$ cat config.mk
export PLATFORM = sky130hd
export DESIGN_NAME = decimal_entry_encoder
export DESIGN_NICKNAME = d
export VERILOG_FILES = /design/src/rtl/decimal_entry_pkg.sv /design/src/rtl/times_ten_add.sv /design/src/rtl/decimal_entry_encoder.sv
export SDC_FILE = /design/constraint.sdc
export NUM_CORES = 1
export LEC_CHECK = 0
export CORE_MARGIN = 1.5
export CORE_UTILIZATION = 40
export DETAILED_ROUTE_END_ITERATION = 12
export PLACE_DENSITY_LB_ADDON = 0.3
export SKIP_CTS_REPAIR_TIMING = 1
export SKIP_LAST_GASP = 1
export SYNTH_ARGS = -nofsm -noshare
export SYNTH_HDL_FRONTEND = slang
export SYNTH_SLANG_ARGS = --single-unit
$ cat constraint.sdc
create_clock -name clk -period 6.4 [get_ports clk]
set_input_delay 1.28 -clock clk [delete_from_list [all_inputs] [get_ports clk]]
set_output_delay 1.28 -clock clk [all_outputs]
set_load 0.05 [all_outputs]
$ cat src/rtl/decimal_entry_pkg.sv
// Shared types and constants for the decimal keypad entry encoder.
package decimal_entry_pkg;

  typedef enum logic {
    ENTRY   = 1'b0,
    CONVERT = 1'b1
  } state_e;

  localparam logic [3:0] BCD_OFF = 4'hF;
  localparam logic [3:0] BCD_MAX = 4'd9;

  localparam int unsigned DIGITS_DEF = 8;
  localparam int unsigned WIDTH_DEF  = 32;
  localparam int unsigned COUNT_W    = 4;

  // Blank (OFF) nibbles contribute zero to the converted value.
  function automatic logic [3:0] bcd_digit(input logic [3:0] n);
    return (n == BCD_OFF) ? 4'd0 : n;
  endfunction

endpackage

$ cat src/rtl/times_ten_add.sv
// One Horner step: y = acc*10 + d, truncated to WIDTH bits.
module times_ten_add #(
  parameter int unsigned WIDTH = 32
) (
  input  logic [WIDTH-1:0] acc,
  input  logic [3:0]       d,
  output logic [WIDTH-1:0] y
);

  assign y = (acc << 3) + (acc << 1) + WIDTH'(d);

endmodule

$ cat src/rtl/decimal_entry_encoder.sv
// Collects BCD digits MSD first and converts the entry to binary over DIGITS cycles.
module decimal_entry_encoder
  import decimal_entry_pkg::*;
#(
  parameter int unsigned DIGITS = DIGITS_DEF,
  parameter int unsigned WIDTH  = WIDTH_DEF
) (
  input  logic                  clk,
  input  logic                  reset,
  input  logic                  digit_valid,
  input  logic [3:0]            digit,
  input  logic                  backspace,
  input  logic                  clear,
  input  logic                  commit,
  output logic                  ready,
  output logic [COUNT_W-1:0]    count,
  output logic [DIGITS*4-1:0]   entry_bcd,
  output logic [WIDTH-1:0]      number,
  output logic                  number_valid,
  output logic                  entry_error
);

  localparam int unsigned BW = DIGITS * 4;

  state_e               state_q, state_d;
  logic [BW-1:0]        buf_q, buf_d;
  logic [BW-1:0]        conv_q, conv_d;
  logic [COUNT_W-1:0]   count_q, count_d;
  logic [COUNT_W-1:0]   step_q, step_d;
  logic [WIDTH-1:0]     acc_q, acc_d;
  logic [WIDTH-1:0]     number_q, number_d;
  logic                 valid_q, valid_d;
  logic                 err_q, err_d;
  logic [WIDTH-1:0]     horner_y;

  // Conversion consumes the top nibble of the captured buffer each step.
  times_ten_add #(.WIDTH(WIDTH)) u_times_ten_add (
    .acc (acc_q),
    .d   (conv_q[BW-1 -: 4]),
    .y   (horner_y)
  );

  always_ff @(posedge clk or posedge reset) begin
    if (reset) begin
      state_q  <= ENTRY;
      buf_q    <= {DIGITS{BCD_OFF}};
      conv_q   <= '0;
      count_q  <= '0;
      step_q   <= '0;
      acc_q    <= '0;
      number_q <= '0;
      valid_q  <= 1'b0;
      err_q    <= 1'b0;
    end else begin
      state_q  <= state_d;
      buf_q    <= buf_d;
      conv_q   <= conv_d;
      count_q  <= count_d;
      step_q   <= step_d;
      acc_q    <= acc_d;
      number_q <= number_d;
      valid_q  <= valid_d;
      err_q    <= err_d;
    end
  end

  always_comb begin
    state_d  = state_q;
    buf_d    = buf_q;
    conv_d   = conv_q;
    count_d  = count_q;
    step_d   = step_q;
    acc_d    = acc_q;
    number_d = number_q;
    valid_d  = 1'b0;
    err_d    = 1'b0;

    case (state_q)
      ENTRY: begin
        // One action per cycle: clear > commit > backspace > digit.
        if (clear) begin
          buf_d   = {DIGITS{BCD_OFF}};
          count_d = '0;
        end else if (commit) begin
          for (int i = 0; i < DIGITS; i++) begin
            conv_d[i*4 +: 4] = bcd_digit(buf_q[i*4 +: 4]);
          end
          acc_d   = '0;
          step_d  = '0;
          state_d = CONVERT;
        end else if (backspace) begin
          if (count_q != '0) begin
            buf_d   = {BCD_OFF, buf_q[BW-1:4]};
            count_d = count_q - COUNT_W'(1);
          end
        end else if (digit_valid) begin
          if ((digit <= BCD_MAX) && (count_q < COUNT_W'(DIGITS))) begin
            buf_d   = {buf_q[BW-5:0], digit};
            count_d = count_q + COUNT_W'(1);
          end else begin
            err_d = 1'b1;
          end
        end
      end

      CONVERT: begin
        acc_d  = horner_y;
        conv_d = {conv_q[BW-5:0], 4'h0};
        step_d = step_q + COUNT_W'(1);
        if (step_q == COUNT_W'(DIGITS - 1)) begin
          number_d = horner_y;
          valid_d  = 1'b1;
          buf_d    = {DIGITS{BCD_OFF}};
          count_d  = '0;
          step_d   = '0;
          state_d  = ENTRY;
        end
      end

      default: state_d = ENTRY;
    endcase
  end

  assign ready        = (state_q == ENTRY);
  assign count        = count_q;
  assign entry_bcd    = buf_q;
  assign number       = number_q;
  assign number_valid = valid_q;
  assign entry_error  = err_q;

endmodule

-- Word-level counts from Yosys, hierarchy flattened
Index checks and enable logic that the tools add are counted.
- flip-flop bits (word level): 138
- input port bits: 10
- output and inout port bits: 71
- logic and storage cells: 84
- add/sub/neg operators: 5
- order comparisons: 2
- eq/ne operators: 16
- multiplexer cells: 46
- bitwise gates (word level): 1
- reduce and logical (&&, ||, !) cells: 5
- operator list (kind ; number):
    32-bit 2-to-1 mux ; 9
    32-bit case mux with 2 select lines ; 2
    4-bit 2-to-1 mux ; 18
    31-bit 2-to-1 mux ; 2
    31-bit case mux with 2 select lines ; 1
    32-bit adder ; 1
    32-bit by 4-bit adder with 32-bit output ; 1
    4-bit equality test, second input constant ; 8
    4-bit case mux with 2 select lines ; 2
    1-bit 2-to-1 mux ; 11
    4-bit by 1-bit adder with 4-bit output, second input constant ; 2
    4-bit by 3-bit inequality test with 1-bit output, second input constant ; 2
    5-bit AND reduction ; 1
    4-bit by 3-bit equality test with 1-bit output, second input constant ; 1
    4-bit <= comparator, second input constant ; 1
    4-bit < comparator, second input constant ; 1
    2-bit inequality test, second input constant ; 2
    4-bit inequality test, second input constant ; 1
    2-bit AND reduction ; 2
    4-bit nonzero test ; 1
    4-bit by 1-bit subtractor with 4-bit output, second input constant ; 1
    3-bit inequality test, second input constant ; 1
    2-bit by 1-bit inequality test with 1-bit output, second input constant ; 1
    1-bit case mux with 2 select lines ; 1
    2 further kinds ; 2

-- Longest topological paths before layout
Gate-level depths: netlist of the first run.
- word-level depth: 8
- depth in mapped cells: 11
- depth with buffers taken out: 11

-- Modules after synthesis
Synthesis of the first run repeated with hierarchy kept, for this count alone.
- cell total of the unflattened synthesis: 751
- area, all modules: 7778.7 um^2
- by module, submodules not included (module ; instances ; cells each ; area each (um^2) ; seq. area each (um^2)):
    decimal_entry_encoder ; 1 ; 478 ; 5724.2 ; 3518.4
    times_ten_add ; 1 ; 273 ; 2054.5 ; 0.0

-- Worst setup path before layout of the first run
OpenSTA, ideal clock, no wires.
- kind: register to register
- start: reg acc_q[0]
- end: reg acc_q[24]
- library setup time: 0.122 ns
- data arrival time: 2.705 ns
- required time: 6.278 ns
- path slack: 3.573 ns
- stages on the path, launching flop included: 11
- buffers on the path: 0
- clock period less this slack: 2.827 ns
- path through: dfrtp_1 -> inv_1 -> fa_1 -> fa_1 -> nand2b_1 -> a21oi_2 -> o2111ai_1 -> a211oi_2 -> o21bai_1 -> a21o_1 -> a32o_1
- word-level cells in the longest chain between the ends: 3
- ends and longest elaborated chain (item ; line ; RTL):
    start: declaration ; decimal_entry_encoder.sv:30 ; logic [WIDTH-1:0] acc_q, acc_d;
    start signal: assignment ; decimal_entry_encoder.sv:50 ; acc_q <= '0;
    start signal: assignment ; decimal_entry_encoder.sv:60 ; acc_q <= acc_d;
    32-bit adder ; times_ten_add.sv:10 ; assign y = (acc << 3) + (acc << 1) + WIDTH'(d);
    32-bit by 4-bit adder with 32-bit output ; times_ten_add.sv:10 ;
    31-bit case mux with 2 select lines ; decimal_entry_encoder.sv:78 ; case (state_q)
Every way passes these cells.
A chain may end at the register's enable or synchronous reset.

-- Worst setup path in the final report of the first run
- start: in backspace
- end: reg count_q[3], in the netlist count[3]
- word-level cells in the longest chain between the ends: 4
- elaborated cells between the ends (all ways): 8
- those cells by class: 3 x eq/ne; 4 x mux; 1 x reduce/logical
- ends and longest elaborated chain (item ; line ; RTL):
    start: declaration ; decimal_entry_encoder.sv:12 ; input logic backspace,
    4-bit 2-to-1 mux ; decimal_entry_encoder.sv:91 ; end else if (backspace) begin
    4-bit 2-to-1 mux ; decimal_entry_encoder.sv:84 ; end else if (commit) begin
    4-bit 2-to-1 mux ; decimal_entry_encoder.sv:81 ; if (clear) begin
    4-bit case mux with 2 select lines ; decimal_entry_encoder.sv:78 ;
    end signal: assignment ; decimal_entry_encoder.sv:58 ; count_q <= count_d;
    end: declaration ; decimal_entry_encoder.sv:28 ; logic [COUNT_W-1:0] count_q, count_d;
Several ways; a longest one is shown, not always the timed one. The select of a mux whose other input is x is not followed.

==> metrics.md, run 1 <==
| Metric | Value |
|---|---|
| Number of core rows | 51 |
| Setup crit end kind | register |
| Clock Sinks | between 100 and 150 |
| Register area share after synthesis | 44.6% |
| Area Overhead vs Synth | 20.0% |
| Initial Util | approximately two fifths |
| DP Worst Slack | 2.49 ns |
| Synth Net Count | 868 |
| Crit start category | input port |
| First-pass GRT wire length | 32200 um |
| Total GRT Usage | 19.8% |
| Hold Slack | 0.474 ns |
| Fill cells | 1845 |
| Routed WL | 19200 um |
| Gate Count Post-Synth | 794 |
| Area taken by multi-input logic gates | 0.00402 mm2 |
| I/O pin count | 81 |
| Syn Area/Cell | 9.87 um2 |
| Die width | 143 um |
| Worst min path class | reg2reg |
| Final Hold Viols | 0 |
| Slew at the pin closest to its max-slew limit | 1.11 ns |
| Final Cycle Share | 54.6% |
| Hold EP | number[16] |
| Clk buf depth | 2 |
| Commonest non-fill, non-tap cells in the layout | dfrtp_1 (106), nand2_1 (92), clkdlybuf4s50_1 (79) |
| Number of global-route vias before repair | 6242 |
| TritonRoute pass-1 iters | 6 |
| Post-route worst setup slack | 2.91 ns |
| Async SR Flop Fraction | 100% |
| Hold Crit Start | number[16] |
| Crit Path Max Fanout | 72 |
| Number of synthesized flops with an enable pin | 0 |
| Largest net degree at the start of global routing | 84 |
| TritonCTS buffer count | 17 |
| Syn Std Cell Area | 0.00784 mm2 |
| Root Driver | clkbuf_16 |
| Main flop type after synthesis | dfrtp_1 |
| Slew headroom | 25.8% |
| DR iter-0 viols | roughly 540 |
| Layout cells sized above 1 | about a tenth |
| Number of synthesized register bits | 138 |
| Maximum single-stage delay on the critical path | a little over 0.9 ns |
| HPWL Detailed | 13200 um |
| FF/Latch Area | 0.00349 mm2 |
| Die ar. | 0.0204 mm2 |
| Skew final | 0.0110 ns |
| R2r startpoint | acc_q[0] |
| Placer congestion estimate | 0.856 |
| Most common cell on crit path | o21ai_0 |
| TNS Setup | 0 ns |
| Die Ht | ~140 um |
| DRC | 0 |
| Commonest non-fill, non-tap cell in the layout | dfrtp_1 |
| Via/cell ratio | approximately 5.5 |
| Status | completed |
| Unrepaired setup endpoints after global routing | no |
| Worst Path Class, Setup | in2reg |
| H-tree Lvls | 4 |
| Library cells used by synthesis | 60 |
| Initial antenna violation count | 0 |
| Ant. Diodes | 0 |
| Via Count | 6231 |
| R2R depth | 10 |
| Max-Cap Viols | 0 |
| Worst-path cell chain | buf_2 > inv_1 > nor4_1 > a211o_2 > o21ai_0 > o21ai_0 |
| CTS tree | yes |
| FF-to-FF End | number[28] |
| Antenna-violating nets left | 0 |
| Clock transition at path regs | 0.06 ns |
| Post-DR wirelength/cell | ~17 um |
| CP max stage cell | a211o_2 |
| Cell count of the worst hold path | 2 |
| GR Overflow Total | 0 |
| # nets final | 929 |
| PortBufs | 80 |
| Synth Warn # | 0 |
| Final min period | 3.49 ns |
| Core Util, Final | ~49% |
| Core Box Area | 0.0193 mm2 |
| Final Max Slew Viols | 0 |
| Clock latency at the later pin of the worst-skew pair | between 0.4 and 0.5 ns |
| Reg2Reg Setup Slack | approximately 3.2 ns |
| Critical Path AT | about 3.8 ns |
| Setup Viol. Count Final | 0 |
| Worst EP required | 6.74 ns |
| Peak Freq | 286 MHz |
[worst max-delay path by stage]
stage	start	cells past startpoint	slack (ns)	end
after floorplan	reset	1	1.48	acc_q[0]
after global placement	backspace	6	2.59	count[3]
after detailed placement	backspace	6	2.49	count[0]
after CTS	backspace	6	2.93	count[3]
after global routing	backspace	6	2.65	count[3]
final	backspace	6	2.91	count[3]
[routing by layer]
metal | vias up | part of all wire [%] | GRT usage, % | wire length, um
li1 | 3050 | - | - | -
met1 | 3040 | 47 | 26.2 | 8950
met2 | 125 | 49 | 33.3 | 9330
met3 | 16 | 3.6 | 4.09 | 689
met4 | 0 | 1.0 | 4.77 | 191
met5 | - | 0 | 0 | 0
[state kept, by name (all words and copies together), names as in the netlist, 4 cells and up]
signal,cells
step_q,4
number,32
entry_bcd,32
count,4
acc_q,31
conv_q,32
[cell families after synthesis]
| family | share of synthesized area [%] |
|---|---|
| AO/OA/AOI/OAI | 23.6 |
| multiplexers | 3.83 |
| AND/OR/NAND/NOR | 10.0 |
| flip-flops | 44.6 |
| adder cells (fa/ha/maj) | 10.5 |
| XOR/XNOR | 3.24 |
| buffers and inverters | 4.25 |
[layout make-up]
| cell class | instances | area share, % |
|---|---|---|
| clock buffers | 19 | 4.71 |
| flip-flops and latches | 138 | 37.2 |
| repair buffers | 85 | 8.86 |
| multi-input cells | 569 | 42.8 |
| well taps | 265 | 3.53 |
| inverters | 44 | 1.81 |
| clock inverters | 13 | 1.14 |
[per-stage QoR]
stage	area (um2)	instances
5_1_grt	9400	1133
4_1_cts	9400	1133
3_3_place_gp	8850	1101
2_1_floorplan	7840	794
3_5_place_dp	8850	1101
6_report	9400	1133
[cell usage after synthesis, types with 4 or more instances]
library cell	instances	area (um2)
a21o_1	38	285
a22o_1	8	70.1
o31ai_1	6	45.0
mux2i_1	30	300
a31oi_1	6	37.5
buf_1	4	15.0
nor3_1	5	25.0
or3_1	5	31.3
dfstp_2	32	841
o21ai_1	25	125
inv_1	42	158
ha_1	61	763
buf_2	5	25.0
a211oi_1	4	30.0
nand3_1	18	90.1
o21a_1	7	52.6
o211ai_1	7	52.6
nand2b_1	6	37.5
a222oi_1	28	280
o21ai_0	51	255
clkbuf_1	34	128
a41oi_1	9	78.8
a21oi_1	58	290
nand4_1	8	50.1
dfrtp_1	106	2650
nor2_1	23	86.3
xnor2_1	13	114
xor2_1	16	140
nand2_1	92	345
and2_1	5	31.3
[critical path: cells and delay by family]
family	cells	cell delay [ns]
buf+inv	2	0.92
compound gates	3	1.25
simple gates	1	0.36
Power of run 1 is left out: the tool's default activity adds up to more than one toggle a clock period on the data nets, which glitch-free logic cannot reach.
==> run 2: changes to the inputs <==
==> constraint.sdc (replaced) <==
create_clock -name clk -period 3.2 [get_ports clk]
set_input_delay 0.64 -clock clk [delete_from_list [all_inputs] [get_ports clk]]
set_output_delay 0.64 -clock clk [all_outputs]
set_load 0.05 [all_outputs]
==> run 2 against run 1 <==
Compared with the run above: clock-buffer cell count is 1 higher; sequential share of layout area is 0.61 points lower; final cell count is 0.88% higher; flip-flop and latch count stayed put; global-route usage is 0.26 points higher; register-to-register slack worse by 3.0 ns; setup slack worse by 2.7 ns; first-iteration DRC count is 4.4% higher; design area is 1.7% higher; clock skew is 0.0030 ns lower; largest cell class unchanged; highest routed layer unchanged.
==> metrics.md, run 2 (synthesized netlist as in run 1, its figures left out) <==
| Metric | Value |
|---|---|
| Clock transition at path regs | 0.06 ns (about the same) |
| Status | completed (unchanged) |
| Setup Viol. Count Final | 0 (unchanged) |
| Worst-path cell chain | inv_1 > fa_1 > fa_1 > nand2b_1 > a21oi_2 > o2111ai_1 > a211oi_2 > buf_4 > o21bai_1 > a21o_1 > a32o_1 (was buf_2 > inv_1 > nor4_1 > a211o_2 > o21ai_0 > o21ai_0) |
| Final min period | 3.01 ns |
| Slew at the pin closest to its max-slew limit | 0.704 ns (was 1.11 ns) |
| Slew headroom | 53.0% (was 25.8%) |
| Final instance count without filler cells | 1143 (was 1133) |
| Max-Cap Viols | 0 (unchanged) |
| H-tree Lvls | 4 (unchanged) |
| Via Count | 6298 (was 6231) |
| Hold Slack | 0.475 ns (was 0.474 ns) |
| Routed WL | 19400 um (was 19200 um) |
| DR iter-0 viols | 566 (was 542) |
| Ant. Diodes | 0 (unchanged) |
| Reg2Reg Setup Slack | 0.19 ns (was 3.19 ns) |
| Layout cells sized above 1 | 11.4% (was 10.0%) |
| Final Hold Viols | 0 (unchanged) |
| DRC | 0 (unchanged) |
| Initial antenna violation count | 0 (unchanged) |
| CTS tree | yes (unchanged) |
| I/O pin count | 81 (unchanged) |
| First-pass GRT wire length | 32600 um (was 32200 um) |
| Worst EP required | 3.51 ns (was 6.74 ns) |
| Final Cycle Share | 94.1% |
| Clock latency at the later pin of the worst-skew pair | 0.42 ns (was 0.43 ns) |
| TritonCTS buffer count | 17 (unchanged) |
| Critical Path AT | 3.32 ns (was 3.83 ns) |
| Die Ht | 143 um (unchanged) |
| Placer congestion estimate | 0.870 (was 0.856) |
| R2R depth | 11 (was 10) |
| Clk buf depth | 2 (unchanged) |
| Peak Freq | 332 MHz |
| Crit Path Max Fanout | 4 (was 72) |
| Final Max Slew Viols | 0 (unchanged) |
| Unrepaired setup endpoints after global routing | no (unchanged) |
| TNS Setup | 0 ns (unchanged) |
| CP Depth | 11 (was 6) |
| FF-to-FF End | acc_q[24] (was number[28]) |
| Area Overhead vs Synth | 22.0% (was 20.0%) |
| Worst Setup EP | acc_q[24] (was count[3]) |
| Maximum single-stage delay on the critical path | 0.48 ns (was 0.93 ns) |
| Cells after DPL | 1110 (was 1101) |
| R2r startpoint | acc_q[0] (unchanged) |
| Worst min path class | reg2reg (unchanged) |
| Commonest non-fill, non-tap cells in the layout | dfrtp_1 (106), nand2_1 (92), clkdlybuf4s50_1 (78) (was dfrtp_1 (106), nand2_1 (92), clkdlybuf4s50_1 (79)) |
| Core Box Area | 0.0193 mm2 (unchanged) |
| Crit path buf inv count | 2 (unchanged) |
| Via/cell ratio | 5.51 (was 5.50) |
| GR Overflow Total | 0 (unchanged) |
| Antenna-violating nets left | 0 (unchanged) |
| TritonRoute pass-1 iters | 8 (was 6) |
| Largest net degree at the start of global routing | 65 (was 84) |
| Crit path launch | acc_q[0] (was backspace) |
| Root Driver | clkbuf_16 (unchanged) |
| Skew final | 0.00794 ns (was 0.0110 ns) |
| Setup crit end kind | register (unchanged) |
| Number of core rows | 51 (unchanged) |
| Most common cell on crit path | fa_1 (was o21ai_0) |
| Die ar. | 0.0204 mm2 (unchanged) |
| PortBufs | 80 (unchanged) |
| Family with the most delay on the worst path | compound AO/OA/AOI/OAI gates (unchanged) |
| Initial Util | 40.5% (unchanged) |
| Number of global-route vias before repair | 6231 (was 6242) |
| # nets final | 939 (was 929) |
| CP max stage cell | fa_1 (was a211o_2) |
| Total GRT Usage | 20.1% (was 19.8%) |
| Crit start category | register (was input port) |
| Commonest non-fill, non-tap cell in the layout | dfrtp_1 (unchanged) |
| Worst Path Class, Setup | reg2reg (was in2reg) |
| Clock Sinks | 138 (unchanged) |
| Die width | 143 um (unchanged) |
| Post-DR wirelength/cell | 17.0 um (was 16.9 um) |
| HPWL Detailed | 13600 um (was 13200 um) |
==> run 2: cell types whose count changed in the layout (fill, tap and decap cells not counted), sizes merged <==
cell,change
clkdlybuf4s50,-1
buf,+11
clkinv,-1
inv,-3
clkbuf,+1
clkinvlp,+3
==> run 2: through the flow <==
| step | instance area [um2] | utilization [%] | setup slack (ns) |
|---|---|---|---|
| final | 9560 | 49.4 | 0.189 |
| after global routing | 9560 | 49.4 | 0.00593 |
| after CTS | 9550 | 49.4 | 0.109 |
| after detailed placement | 8970 | 46.4 | 0.105 |
| after global placement | 8970 | 46.4 | 0.185 |
| after floorplan | 7840 | - | 0.373 |
==> run 2: worst reg2reg max path, stage by stage (launching register included) <==
cell,delay (ns)
dfrtp_1,0.39
inv_1,0.08
fa_1,0.45
fa_1,0.48
nand2b_1,0.19
a21oi_2,0.19
o2111ai_1,0.22
a211oi_2,0.22
buf_4,0.16
o21bai_1,0.09
a21o_1,0.20
a32o_1,0.24
==> run 2: layer usage <==
layer	vias to the layer above	GRT usage (%)	share of wire (%)
li1	3063	-	-
met1	3073	27.1	46
met2	149	33.2	49
met3	13	3.76	4.0
met4	0	5.15	0.82
met5	-	0	0
==> run 2: how the worst min path moves through the flow <==
stage	startpoint	to	slack, ns	cells after the start
floorplan	conv_q[10]	conv_q[10]	0.46	2
global placement	number[16]	number[16]	0.46	2
detailed placement	number[2]	number[2]	0.47	2
CTS	number[13]	number[13]	0.48	2
global route	number[19]	number[19]	0.50	2
finish	number[16]	number[16]	0.48	2
==> run 2: cell type report <==
cell class	count	area (um2)
Sequential cell	138	3490
Clock inverter	12	103
Tap cell	265	332
Timing Repair Buffer	95	956
Inverter	44	169
Fill cell	1799	9780
Multi-Input combinational cell	569	4030
Clock buffer	20	478
Power of run 2 is left out for the same reason.
==> run 3: changes to the inputs <==
--- a/config.mk
+++ b/config.mk
@@ -7,6 +7,7 @@
 export LEC_CHECK = 0
 export CORE_MARGIN = 1.5
 export CORE_UTILIZATION = 40
+export CTS_CLUSTER_SIZE = 10
 export DETAILED_ROUTE_END_ITERATION = 12
 export PLACE_DENSITY_LB_ADDON = 0.3
 export SKIP_CTS_REPAIR_TIMING = 1
==> constraint.sdc (replaced) <==
create_clock -name clk -period 3.26 [get_ports clk]
set_input_delay 0.652 -clock clk [delete_from_list [all_inputs] [get_ports clk]]
set_output_delay 0.652 -clock clk [all_outputs]
set_load 0.05 [all_outputs]
==> run 3 against run 2 <==
Compared with the run above: global-route usage down 0.24 points; design area down 0.55%; clock-buffer cell count unchanged; hold slack worse by 0.0019 ns; final cell count about the same; highest routed layer unchanged.
==> metrics.md, run 3 (synthesized netlist as in run 1, its figures left out) <==
| Metric | Value |
|---|---|
| Status | completed (unchanged) |
| DR iter-0 viols | 497 (was 566) |
| Peak Freq | 325 MHz (was 332 MHz) |
| Area Overhead vs Synth | 21.3% (was 22.0%) |
| Commonest non-fill, non-tap cell in the layout | dfrtp_1 (unchanged) |
| Post-DR wirelength/cell | 16.8 um (was 17.0 um) |
| Crit start category | register (unchanged) |
| Worst Path Class, Setup | reg2reg (unchanged) |
| TritonRoute pass-1 iters | 5 (was 8) |
| R2r startpoint | acc_q[0] (unchanged) |
| Worst Setup EP | acc_q[24] (unchanged) |
| Placer congestion estimate | 0.874 (was 0.870) |
| Setup Viol. Count Final | 0 (unchanged) |
| Reg2Reg Setup Slack | 0.18 ns (was 0.19 ns) |
| Initial Util | 40.5% (unchanged) |
| Final Cycle Share | 94.4% (was 94.1%) |
| FF-to-FF End | acc_q[24] (unchanged) |
| Antenna-violating nets left | 0 (unchanged) |
| Most common cell on crit path | fa_1 (unchanged) |
| HPWL Detailed | 13700 um (was 13600 um) |
| First-pass GRT wire length | 32000 um (was 32600 um) |
| Skew final | 0.0119 ns (was 0.00794 ns) |
| Crit path launch | acc_q[0] (unchanged) |
| Final Hold Viols | 0 (unchanged) |
| TritonCTS buffer count | 17 (unchanged) |
| Crit Path Max Fanout | 4 (unchanged) |
| DRC | 0 (unchanged) |
| Family with the most delay on the worst path | compound AO/OA/AOI/OAI gates (unchanged) |
| Routed WL | 19200 um (was 19400 um) |
| Clock transition at path regs | 0.06 ns (about the same) |
| Clk buf depth | 2 (unchanged) |
| # nets final | 938 (was 939) |
| Root Driver | clkbuf_16 (unchanged) |
| Via/cell ratio | 5.49 (was 5.51) |
| Clock Sinks | 138 (unchanged) |
| Worst EP required | 3.58 ns (was 3.51 ns) |
| GR Overflow Total | 0 (unchanged) |
| CTS tree | yes (unchanged) |
| Via Count | 6271 (was 6298) |
| Total GRT Usage | 19.9% (was 20.1%) |
| Worst min path class | reg2reg (unchanged) |
| R2R depth | 10 (was 11) |
| Ant. Diodes | 0 (unchanged) |
| Slew at the pin closest to its max-slew limit | 0.520 ns (was 0.704 ns) |
| Crit path buf inv count | 1 (was 2) |
| Core Box Area | 0.0193 mm2 (unchanged) |
| Maximum single-stage delay on the critical path | 0.48 ns (about the same) |
| Worst-path cell chain | inv_1 > fa_1 > fa_1 > nand2b_1 > a21oi_2 > o2111ai_1 > a211oi_2 > o21bai_1 > a21o_1 > a32o_1 (was inv_1 > fa_1 > fa_1 > nand2b_1 > a21oi_2 > o2111ai_1 > a211oi_2 > buf_4 > o21bai_1 > a21o_1 > a32o_1) |
| Die width | 143 um (unchanged) |
| H-tree Lvls | 4 (unchanged) |
| PortBufs | 80 (unchanged) |
| Initial antenna violation count | 0 (unchanged) |
| CP Depth | 10 (was 11) |
| Commonest non-fill, non-tap cells in the layout | dfrtp_1 (106), nand2_1 (92), clkdlybuf4s50_1 (78) (unchanged) |
| Unrepaired setup endpoints after global routing | no (unchanged) |
| Die ar. | 0.0204 mm2 (unchanged) |
| Layout cells sized above 1 | 11.1% (was 11.4%) |
| Largest net degree at the start of global routing | 60 (was 65) |
| I/O pin count | 81 (unchanged) |
| Clock latency at the later pin of the worst-skew pair | 0.43 ns (was 0.42 ns) |
| Setup crit end kind | register (unchanged) |
| Critical Path AT | 3.39 ns (was 3.32 ns) |
| Number of global-route vias before repair | 6167 (was 6231) |
| TNS Setup | 0 ns (unchanged) |
| Final min period | 3.08 ns (was 3.01 ns) |
| Slew headroom | 65.2% (was 53.0%) |
| Die Ht | 143 um (unchanged) |
| Final Max Slew Viols | 0 (unchanged) |
| Number of core rows | 51 (unchanged) |
| CP max stage cell | fa_1 (unchanged) |
| Max-Cap Viols | 0 (unchanged) |
==> run 3: cell count changes in the layout (fill, tap and decap cells not counted), moves of 2 or more <==
cell	delta
buf_12	-3
buf_4	+2
clkinv_2	+3
clkinvlp_4	-2
inv_6	-2
==> run 3: final cells by class <==
class | instances | area (um2)
Clock buffer | 20 | 468
Clock inverter | 12 | 110
Fill cell | 1795 | 9830
Inverter | 44 | 169
Multi-Input combinational cell | 569 | 4020
Sequential cell | 138 | 3490
Tap cell | 265 | 332
Timing Repair Buffer | 94 | 911
==> run 3: worst min-delay path by stage <==
| stage | startpoint | end | slack, ns | cells past startpoint |
|---|---|---|---|---|
| 2_1_floorplan | conv_q[10] | conv_q[10] | 0.46 | 2 |
| 3_3_place_gp | number[16] | number[16] | 0.46 | 2 |
| 3_5_place_dp | number[16] | number[16] | 0.47 | 2 |
| 4_1_cts | number[16] | number[16] | 0.48 | 2 |
| 5_1_grt | number[13] | number[13] | 0.50 | 2 |
| 6_report | number[16] | number[16] | 0.47 | 2 |
==> run 3: per-stage QoR <==
stage	std cells	worst slack, ns	hold slack [ns]	area (um2)	util (%)
2_1_floorplan	794	0.433	0.458	7840	-
3_3_place_gp	1110	0.290	0.460	8930	46.2
3_5_place_dp	1110	0.215	0.469	8930	46.2
4_1_cts	1142	0.201	0.482	9510	49.2
5_1_grt	1142	0.0280	0.503	9510	49.2
6_report	1142	0.184	0.473	9510	49.2
==> run 3: worst register-to-register path: cells and delay by family, from the launching register on <==
kind | cells | cell delay (ns)
simple gates | 1 | 0.20
compound gates | 6 | 1.35
flops | 1 | 0.39
buf+inv | 1 | 0.08
fa+ha+maj | 2 | 0.94
==> run 3: metal layers <==
metal / share of wire, % / GRT usage (%) / vias to the layer above / wire length [um]
met4: 1.7 / 7.98 / 0 / 319
met1: 46 / 26.1 / 3011 / 8840
met5: 0 / 0 / - / 0
li1: - / - / 3058 / -
met3: 4.4 / 3.59 / 24 / 841
met2: 48 / 32.4 / 178 / 9220
Power of run 3 is left out for the same reason.
==> RTL edit: new RTL, flow settings as in run 1 <==
`COUNT_W`: 4 -> 6.
--- a/src/rtl/decimal_entry_pkg.sv
+++ b/src/rtl/decimal_entry_pkg.sv
@@ -13,3 +13,3 @@
   localparam int unsigned WIDTH_DEF  = 32;
-  localparam int unsigned COUNT_W    = 4;
+  localparam int unsigned COUNT_W    = 6;
 
Interface: changed (resized count); port bits go from 81 to 83. The function was not compared with the original's and may differ.
==> RTL edit against run 1 <==
- synthesized area is 2.6% higher
- synthesized cell count shrank 1.0%
- wire length increased by 2.1%
- design area rose by 2.6%
- critical path depth is 3 lower
- setup slack worse by 0.44 ns
- sequential cell count increased by 4
- die area increased by 2.5%
==> RTL edit: results (changes against run 1) <==
| Metric | Value |
|---|---|
| Status | `complete, no violations` |
| Synth top cells by count | `110 x dfrtp_1, 85 x nand2_1, 63 x ha_1` |
| Delay-heaviest family, CP | `buffers and inverters` |
| Met2 wire len | `8.90 mm (-4.7%)` |
| Largest net degree at the start of global routing | `99 (+18%)` |
| Share of cells above drive strength 1 | `12.1% (+2.1 points)` |
| Overall routing resource usage | `19.9% (about the same)` |
| DR WL met3 | `853 um (+24%)` |
| IO buf count | `82 (+2.5%)` |
| Hpwl dp | `13.0 mm (-1.6%)` |
| Worst-path fanout max | `60 (-17%)` |
| Clock Skews | `0.0100 ns (-0.000964 ns)` |
| Crit path max-delay cell type | `clkdlybuf4s50_1` |
| Met1 WL | `9.44 mm (+5.4%)` |
| Max stage delay on crit path | `0.82 ns (-0.11 ns)` |
| DR pass1 iterations | `7 (+1)` |
| Final-layout fill cell count | `1820 (-1.4%)` |
| Arrival time of the worst setup path | `2.65 ns (-1.18 ns)` |
| DR vias | `6289 (+0.93%)` |
| Critical path startpoint | `state_q` |
| Hold slack | `0.477 ns (+0.00289 ns)` |
| Worst slew pin tran | `1.02 ns (-0.0930 ns)` |
| Synth top area share | `34.3% (+0.40 points)` |
| DRT iter0 DRCs | `621 (+15%)` |
| Worst hold start | `number[7]` |
| DR WL/cell | `17.3 um (+2.4%)` |
| Synth cell types | `71 (+18%)` |
| Global-route wire length before repair | `32.3 mm (+0.36%)` |
| Nets | `928 (-0.11%)` |
| Synthesis Warnings | `0 (unchanged)` |
| Synth area leaders | `dfrtp_1 34%, dfstp_2 10%, ha_1 9.8%` |
## RTL edit: cells by family (layout without fill, tap and decap cells)
group | count (synthesis) | after routing | synth area share (%)
xor+xnor | 33 | 33 | 3.60
flops | 142 | 142 | 44.7
simple gates | 182 | 182 | 10.1
buf+inv | 91 | 170 | 4.61
fa+ha+maj | 66 | 66 | 10.6
compound gates | 229 | 229 | 20.8
mux | 43 | 43 | 5.57
## RTL edit: area by class of cell
class / instances / area share [%]
Inverter: 51 / 2.04
Multi-Input combinational cell: 553 / 42.4
Sequential cell: 142 / 37.3
Timing Repair Buffer: 87 / 8.85
Clock buffer: 21 / 5.01
Clock inverter: 11 / 0.973
Tap cell: 265 / 3.44
## RTL edit: per-layer routing
metal	GRT usage [%]	vias up
met5	0	-
met4	6.91	0
met3	4.01	28
met2	30.8	174
met1	27.5	3068
li1	-	3019
## RTL edit: worst reg2reg max path: cells and delay by family (launching register included)
family | cells | cell delay (ns)
AND/OR/NAND/NOR | 1 | 0.82
AO/OA/AOI/OAI | 1 | 0.42
buffers and inverters | 2 | 1.39
flip-flops | 1 | 0.34
multiplexers | 1 | 0.38
## RTL edit: worst paths after layout
check,cells after the start,endpoint,slack [ns]
setup / recovery,3,ready,2.47
min in group asynchronous,2,number[3],1.44
setup reg to reg,5,count[0],2.93
hold reg to reg,2,number[7],0.48
max in group asynchronous,3,entry_bcd[25],3.86
hold / removal,2,number[7],0.48
## RTL edit: report_power, final
group,total [uW],internal [uW],switching (uW)
logic,3600,1390,2210
registers,1420,1200,223
clock network,975,554,421
## RTL edit: metrics by stage
stage	utilization, %	area, um^2	cells	setup WS, ns
after detailed placement	46.3	9070	1098	2.77
after CTS	49.2	9640	1130	2.49
after floorplan	-	8040	786	1.36
after global placement	46.3	9070	1098	2.82
final	49.2	9640	1130	2.47
after global routing	49.2	9640	1130	2.38
